[src/rtl/mc_pkg.sv]
// Shared types and constants for the multi-cycle MIPS control FSM.
// Used by mc_decode and multicycle_ctrl.
package mc_pkg;

  localparam logic [4:0] RA_REG = 5'd31;

  typedef enum logic [2:0] {
    S_IF   = 3'd0,
    S_ID   = 3'd1,
    S_EX   = 3'd2,
    S_MEM  = 3'd3,
    S_WB   = 3'd4,
    S_TRAP = 3'd5
  } state_t;

  typedef enum logic [3:0] {
    CLS_RTYPE,
    CLS_SHIFT,
    CLS_JR,
    CLS_JALR,
    CLS_J,
    CLS_JAL,
    CLS_BEQ,
    CLS_LW,
    CLS_SW,
    CLS_IALU,
    CLS_LUI,
    CLS_ILLEGAL
  } cls_t;

  localparam logic [1:0] ALUOP_ADD   = 2'd0;
  localparam logic [1:0] ALUOP_SUB   = 2'd1;
  localparam logic [1:0] ALUOP_FUNCT = 2'd2;

  localparam logic IORD_PC  = 1'b0;
  localparam logic IORD_ALU = 1'b1;

  localparam logic [1:0] REGDST_RT = 2'd0;
  localparam logic [1:0] REGDST_RD = 2'd1;
  localparam logic [1:0] REGDST_RA = 2'd2;

  localparam logic [1:0] MTR_ALU = 2'd0;
  localparam logic [1:0] MTR_MDR = 2'd1;
  localparam logic [1:0] MTR_PC  = 2'd2;

  localparam logic [1:0] SRCA_PC    = 2'd0;
  localparam logic [1:0] SRCA_RS    = 2'd1;
  localparam logic [1:0] SRCA_SHAMT = 2'd2;

  localparam logic [1:0] SRCB_RT   = 2'd0;
  localparam logic [1:0] SRCB_FOUR = 2'd1;
  localparam logic [1:0] SRCB_IMM  = 2'd2;
  localparam logic [1:0] SRCB_BR   = 2'd3;

  localparam logic [1:0] PCSRC_ALU    = 2'd0;
  localparam logic [1:0] PCSRC_ALUOUT = 2'd1;
  localparam logic [1:0] PCSRC_JUMP   = 2'd2;
  localparam logic [1:0] PCSRC_RS     = 2'd3;

  localparam logic [5:0] OP_RTYPE = 6'h00;
  localparam logic [5:0] OP_J     = 6'h02;
  localparam logic [5:0] OP_JAL   = 6'h03;
  localparam logic [5:0] OP_BEQ   = 6'h04;
  localparam logic [5:0] OP_ADDI  = 6'h08;
  localparam logic [5:0] OP_ADDIU = 6'h09;
  localparam logic [5:0] OP_SLTI  = 6'h0A;
  localparam logic [5:0] OP_SLTIU = 6'h0B;
  localparam logic [5:0] OP_ANDI  = 6'h0C;
  localparam logic [5:0] OP_LUI   = 6'h0F;
  localparam logic [5:0] OP_LW    = 6'h23;
  localparam logic [5:0] OP_SW    = 6'h2B;

  localparam logic [5:0] F_SLL  = 6'h00;
  localparam logic [5:0] F_SRL  = 6'h02;
  localparam logic [5:0] F_SRA  = 6'h03;
  localparam logic [5:0] F_JR   = 6'h08;
  localparam logic [5:0] F_JALR = 6'h09;
  localparam logic [5:0] F_ADD  = 6'h20;
  localparam logic [5:0] F_ADDU = 6'h21;
  localparam logic [5:0] F_SUB  = 6'h22;
  localparam logic [5:0] F_SUBU = 6'h23;
  localparam logic [5:0] F_AND  = 6'h24;
  localparam logic [5:0] F_OR   = 6'h25;
  localparam logic [5:0] F_XOR  = 6'h26;
  localparam logic [5:0] F_NOR  = 6'h27;
  localparam logic [5:0] F_SLT  = 6'h2A;
  localparam logic [5:0] F_SLTU = 6'h2B;

  typedef struct packed {
    logic       pcwrite;
    logic       pcwritecond;
    logic       iord;
    logic       memread;
    logic       memwrite;
    logic       irwrite;
    logic       regwrite;
    logic [1:0] regdst;
    logic [1:0] memtoreg;
    logic [1:0] alusrca;
    logic [1:0] alusrcb;
    logic [1:0] pcsource;
    logic [1:0] aluop;
    logic       illegal;
  } ctl_t;

endpackage

[src/rtl/mc_decode.sv]
// OpCode/Funct to instruction class for the multi-cycle control FSM.
// Anything not in the supported set maps to CLS_ILLEGAL.
module mc_decode
  import mc_pkg::*;
(
  input  logic [5:0] op,
  input  logic [5:0] funct,
  output cls_t       cls
);

  // R-type split by funct, everything else by opcode
  always_comb begin
    cls = CLS_ILLEGAL;
    unique case (op)
      OP_RTYPE: begin
        unique case (funct)
          F_SLL, F_SRL, F_SRA: cls = CLS_SHIFT;
          F_JR:                cls = CLS_JR;
          F_JALR:              cls = CLS_JALR;
          F_ADD, F_ADDU, F_SUB, F_SUBU,
          F_AND, F_OR, F_XOR, F_NOR,
          F_SLT, F_SLTU:       cls = CLS_RTYPE;
          default:             cls = CLS_ILLEGAL;
        endcase
      end
      OP_J:    cls = CLS_J;
      OP_JAL:  cls = CLS_JAL;
      OP_BEQ:  cls = CLS_BEQ;
      OP_ADDI, OP_ADDIU, OP_SLTI,
      OP_SLTIU, OP_ANDI: cls = CLS_IALU;
      OP_LUI:  cls = CLS_LUI;
      OP_LW:   cls = CLS_LW;
      OP_SW:   cls = CLS_SW;
      default: cls = CLS_ILLEGAL;
    endcase
  end

endmodule

[src/rtl/multicycle_ctrl.sv]
// Main control FSM of the multi-cycle MIPS core (IF/ID/EX/MEM/WB/TRAP).
// Option: MC_CTRL_MEM_WAIT_EN adds mem_ready wait states in IF and MEM.
module multicycle_ctrl
  import mc_pkg::*;
(
  input  logic       clk,
  input  logic       reset,
  input  logic [5:0] OpCode,
  input  logic [5:0] Funct,
  input  logic       mem_ready,
  output logic       PCWrite,
  output logic       PCWriteCond,
  output logic       IorD,
  output logic       MemRead,
  output logic       MemWrite,
  output logic       IRWrite,
  output logic       RegWrite,
  output logic [1:0] RegDst,
  output logic [1:0] MemtoReg,
  output logic [1:0] ALUSrcA,
  output logic [1:0] ALUSrcB,
  output logic [1:0] PCSource,
  output logic [1:0] ALUOp,
  output logic       illegal,
  output logic [2:0] state_o
);

  state_t state_q;
  state_t state_d;
  cls_t   cls;
  ctl_t   c;
  ctl_t   o;
  logic   rdy;

`ifdef MC_CTRL_MEM_WAIT_EN
  assign rdy = mem_ready;
`else
  logic unused_mem_ready;
  assign unused_mem_ready = mem_ready;
  assign rdy = 1'b1;
`endif

  mc_decode u_dec (
    .op    (OpCode),
    .funct (Funct),
    .cls   (cls)
  );

  // state register; reset aborts any instruction back to IF
  always_ff @(posedge clk or posedge reset) begin
    if (reset) state_q <= S_IF;
    else       state_q <= state_d;
  end

  // next state and control decode from state and class
  always_comb begin
    c       = '0;
    state_d = state_q;
    unique case (state_q)
      S_IF: begin
        c.memread = 1'b1;
        c.irwrite = rdy;
        c.pcwrite = rdy;
        c.alusrca = SRCA_PC;
        c.alusrcb = SRCB_FOUR;
        c.aluop   = ALUOP_ADD;
        if (rdy) state_d = S_ID;
      end
      S_ID: begin
        c.alusrca = SRCA_PC;
        c.alusrcb = SRCB_BR;
        c.aluop   = ALUOP_ADD;
        unique case (cls)
          CLS_J: begin
            c.pcwrite  = 1'b1;
            c.pcsource = PCSRC_JUMP;
            state_d    = S_IF;
          end
          CLS_JAL: begin
            c.pcwrite  = 1'b1;
            c.pcsource = PCSRC_JUMP;
            c.regwrite = 1'b1;
            c.regdst   = REGDST_RA;
            c.memtoreg = MTR_PC;
            state_d    = S_IF;
          end
          CLS_JR: begin
            c.pcwrite  = 1'b1;
            c.pcsource = PCSRC_RS;
            state_d    = S_IF;
          end
          CLS_JALR: begin
            c.pcwrite  = 1'b1;
            c.pcsource = PCSRC_RS;
            c.regwrite = 1'b1;
            c.regdst   = REGDST_RD;
            c.memtoreg = MTR_PC;
            state_d    = S_IF;
          end
          CLS_ILLEGAL: state_d = S_TRAP;
          default:     state_d = S_EX;
        endcase
      end
      S_EX: begin
        unique case (cls)
          CLS_BEQ: begin
            c.alusrca     = SRCA_RS;
            c.alusrcb     = SRCB_RT;
            c.aluop       = ALUOP_SUB;
            c.pcwritecond = 1'b1;
            c.pcsource    = PCSRC_ALUOUT;
            state_d       = S_IF;
          end
          CLS_LW, CLS_SW: begin
            c.alusrca = SRCA_RS;
            c.alusrcb = SRCB_IMM;
            c.aluop   = ALUOP_ADD;
            state_d   = S_MEM;
          end
          CLS_SHIFT: begin
            c.alusrca = SRCA_SHAMT;
            c.alusrcb = SRCB_RT;
            c.aluop   = ALUOP_FUNCT;
            state_d   = S_WB;
          end
          CLS_RTYPE: begin
            c.alusrca = SRCA_RS;
            c.alusrcb = SRCB_RT;
            c.aluop   = ALUOP_FUNCT;
            state_d   = S_WB;
          end
          CLS_IALU, CLS_LUI: begin
            c.alusrca = SRCA_RS;
            c.alusrcb = SRCB_IMM;
            c.aluop   = ALUOP_FUNCT;
            state_d   = S_WB;
          end
          default: state_d = S_IF;
        endcase
      end
      S_MEM: begin
        c.iord = IORD_ALU;
        if (cls == CLS_SW) begin
          c.memwrite = 1'b1;
          if (rdy) state_d = S_IF;
        end else begin
          c.memread = 1'b1;
          if (rdy) state_d = S_WB;
        end
      end
      S_WB: begin
        c.regwrite = 1'b1;
        if (cls == CLS_RTYPE || cls == CLS_SHIFT)
          c.regdst = REGDST_RD;
        if (cls == CLS_LW)
          c.memtoreg = MTR_MDR;
        state_d = S_IF;
      end
      S_TRAP: begin
        c.illegal = 1'b1;
        state_d   = S_TRAP;
      end
      default: state_d = S_IF;
    endcase
  end

  assign o = reset ? '0 : c;

  assign PCWrite     = o.pcwrite;
  assign PCWriteCond = o.pcwritecond;
  assign IorD        = o.iord;
  assign MemRead     = o.memread;
  assign MemWrite    = o.memwrite;
  assign IRWrite     = o.irwrite;
  assign RegWrite    = o.regwrite;
  assign RegDst      = o.regdst;
  assign MemtoReg    = o.memtoreg;
  assign ALUSrcA     = o.alusrca;
  assign ALUSrcB     = o.alusrcb;
  assign PCSource    = o.pcsource;
  assign ALUOp       = o.aluop;
  assign illegal     = o.illegal;
  assign state_o     = state_q;

endmodule

[config.mk]
export PLATFORM = sky130hd
export DESIGN_NAME = multicycle_ctrl
export DESIGN_NICKNAME = d
export VERILOG_FILES = /design/src/rtl/mc_pkg.sv /design/src/rtl/mc_decode.sv /design/src/rtl/multicycle_ctrl.sv
export SDC_FILE = /design/constraint.sdc
export NUM_CORES = 1
export LEC_CHECK = 0
export BUFFER_PORTS_ARGS = -buffer_cell sky130_fd_sc_hd__buf_2
export CAP_MARGIN = 0
export CORE_MARGIN = 2
export CORE_UTILIZATION = 47
export DETAILED_ROUTE_END_ITERATION = 16
export PLACE_DENSITY = 0.84
export SKIP_LAST_GASP = 1
export SYNTH_ARGS = -nofsm -noshare
export SYNTH_HDL_FRONTEND = slang
export SYNTH_HIERARCHICAL = 1
export SYNTH_SLANG_ARGS = --single-unit
[constraint.sdc]
create_clock -name clk -period 4.1 [get_ports clk]
set_input_delay 0.41 -clock clk [delete_from_list [all_inputs] [get_ports clk]]
set_output_delay 0.41 -clock clk [all_outputs]
set_load 0.02 [all_outputs]
==> run_results.csv <==
group,metric,value,unit
synth,synth_fp_nets,109,
clocking,cts-resized-gates,0,
global_routing,grt_usage,22.2,%
sta,fin_crit,3180,ps
sta,final.period_utilization,77.5,%
global_routing,grt_pass1_vias,771,
setup_path,r2r_end,"state_o[2]",
synth,netlist_instances,94,
sta,fmax,315,MHz
clocking,cts.clk_slew.worst_paths,40,ps
setup_path,r2r-start,"state_o[0]",
sta,drv_slew,0,
sta,hold_violations,0,
synth,yosys.area.top_type_share,10.9,%
floorplanning,start_util,51.5,%
final_layout,drive_above_1_share,35.9,%
setup_path,ff2ff_path_depth,3,
final_layout,fillers,124,
setup_path,worstPathRequired,3690,ps
detailed_routing,vias,863,
global_routing,grt_max_degree,18,
synth,synth.yosys.warnings,6,
setup_path,crit_chain,"buf_2, or4b_4, o311a_1, or3_1, or4b_1, nor2_1, buf_2",
synth,yosysTopAreaCell,"dfrtp_1",
final_layout,seq_area,75.1,sq um
floorplanning,dieArea,0.00178,sq mm
final_layout,synthToLayoutAreaGrowth,28.8,%
setup_path,crit_end,"MemWrite",
global_routing,antenna_found_initial,0,
status,status,"finished, final reports clean",
sta,finalSetupViolCount,0,
final_layout,largest_reg_flops,3,
job,drv_cap,0,
synth,syn_area_per_cell,7.31,sq um
clocking,clockBufferDepth,2,
placement,place_congestion,0.817,
synth,ys_types,44,
clocking,cts_tree,"built",
setup_path,cp_max_fo,12,
setup_path,slowest_delay,600,ps
detailed_routing,wl_per_cell,12.8,microns
setup_path,crit_buf_inv,2,
floorplanning,core_area,0.00133,sq mm
clocking,clock_latency,240,ps
detailed_routing,viasPerCell,6.03,
synth,synthTopCellsByCount,"nor2_1 (9), nand2b_1 (6)",
sta,rsz0062_at_grt,"false",
sta,worstMarginPinSlew,702,ps
floorplanning,dieWidth,42.2,microns
setup_path,critPathTopFamily,"simple AND/OR/NAND/NOR gates",
detailed_routing,drt_wl_total,1830,microns
placement,dpl_worst_slack,931,ps
sta,tns,0,ps
worst_hold_path,hp-class,"in -> async",
detailed_routing,dr.pass1.iters,4,
final_layout,antenna_cells,0,
setup_path,critPathLaunchType,"input pin",
power_and_ir_drop,peakVddDrop,223,uV
setup_path,cp_data_arrival_time,2770,ps
synth,synth_area_leaders,"dfrtp_1 (11%), nand2b_1 (5.5%), nor2_1 (4.9%), or4b_1 (4.4%), nor4b_1 (3.8%)",
floorplanning,row_count,13,
final_layout,multi_input_area,558,sq um
setup_path,slowest_stage,"or4b_1",
clocking,cts_sinks,3,
final_layout,fin_util,66.3,%
synth,synth-edff-count,0,
setup_path,reg2reg_slack,2860,ps
power_and_ir_drop,finalPower,0.316,mW
floorplanning,io_pins,38,
detailed_routing,ant_nets,0,
power_and_ir_drop,p_leak,0.424,nW
clocking,hold_buffers,0,
synth,synth_seq_cells,3,
sta,fin_skew,3.56,ps
global_routing,overflow,0,
clocking,h-tree-depth,1,
detailed_routing,drcViolationCount,0,
synth,synth.most_common_cell,"nor2_1",
setup_path,critPathMostFrequentCell,"buf_2",
synth,ys_seq_area_share,10.9,%
detailed_routing,first_iter_violations,31,
setup_path,critical_path_depth,7,
final_layout,fin_nets,144,
global_routing,grt_pass1_wl,3150,microns
clocking,cts_buffers,3,
placement,hpwl,1350,microns
setup_path,cp-end-kind,"output port",
sta,whs,77.8,ps
clocking,cts-root-buf,"clkbuf_4",
synth,netlist_area,687,sq um
synth,async_flop_share,100,%
sta,fin_ws,922,ps
setup_path,worstSetupPathType,"in -> out",
synth,ys.flop_type,"dfrtp_1",
power_and_ir_drop,power-per-cell-area,358,mW/mm^2
placement,io_buffer_count,36,
setup_path,startpoint,"Funct[1]",
clocking,cts_setup_buffers,0,
sta,slew-limit-headroom,53.2,%
floorplanning,die_h,42.2,microns
kinds of logic after synthesis:
logic type,after synthesis,share of synthesized area [%]
and+or+nand+nor,50,49.0
AOI/OAI and AO/OA,26,28.4
buffers and inverters,12,7.83
xor gates and xnor gates,3,3.83
DFF,3,10.9
metal layers:
layer | up-vias | share of wire (%) | global-route usage [%]
li1 | 429 | - | -
met1 | 389 | 42 | 27.0
met2 | 41 | 48 | 36.6
met3 | 4 | 7.6 | 2.59
met4 | 0 | 1.7 | 13.8
met5 | - | 0 | 0
where the power goes:
| part | switching (mW) | internal, mW | leakage [nW] |
|---|---|---|---|
| Clock | 0.0164 | 0.0365 | 0.0150 |
| Combinational | 0.114 | 0.0740 | 0.372 |
| Sequential | 0.0336 | 0.0420 | 0.0370 |
| Total | 0.164 | 0.153 | 0.424 |
how the worst min path moves through the flow:
stage / from / to / slack [ps]
2_1_floorplan: reset / state_o[0] / 160
3_3_place_gp: reset / state_o[0] / 320
3_5_place_dp: reset / state_o[1] / 330
4_1_cts: reset / state_o[1] / 80
5_1_grt: reset / state_o[1] / 100
6_report: reset / state_o[1] / 80
cell usage in the layout, fill, tap and decap left out, types with 2 or more instances in the layout:
master,n
buf_2,36
a211oi_1,3
clkbuf_4,3
or3_1,2
xnor2_1,2
nor3b_1,2
inv_1,5
nand2b_1,6
nand2_1,5
a21oi_1,4
o21ai_0,3
nand3_1,2
nor4b_1,3
or4b_1,3
dfrtp_1,3
nor3_1,5
nor2_1,9
nor2b_1,4
a21boi_0,2
cell type report:
cell class | instances | share of cell area, %
flip-flops and latches | 3 | 8.49
inverters | 5 | 2.12
clock buffers | 4 | 2.97
multi-input cells | 79 | 63.1
well taps | 15 | 2.12
repair buffers | 37 | 21.2
stage by stage:
step	area [sq um]	std cells
6_report	885	143
5_1_grt	885	143
4_1_cts	885	143
3_5_place_dp	858	139
3_3_place_gp	858	139
2_1_floorplan	687	94
(Power assumes the default switching activity.)
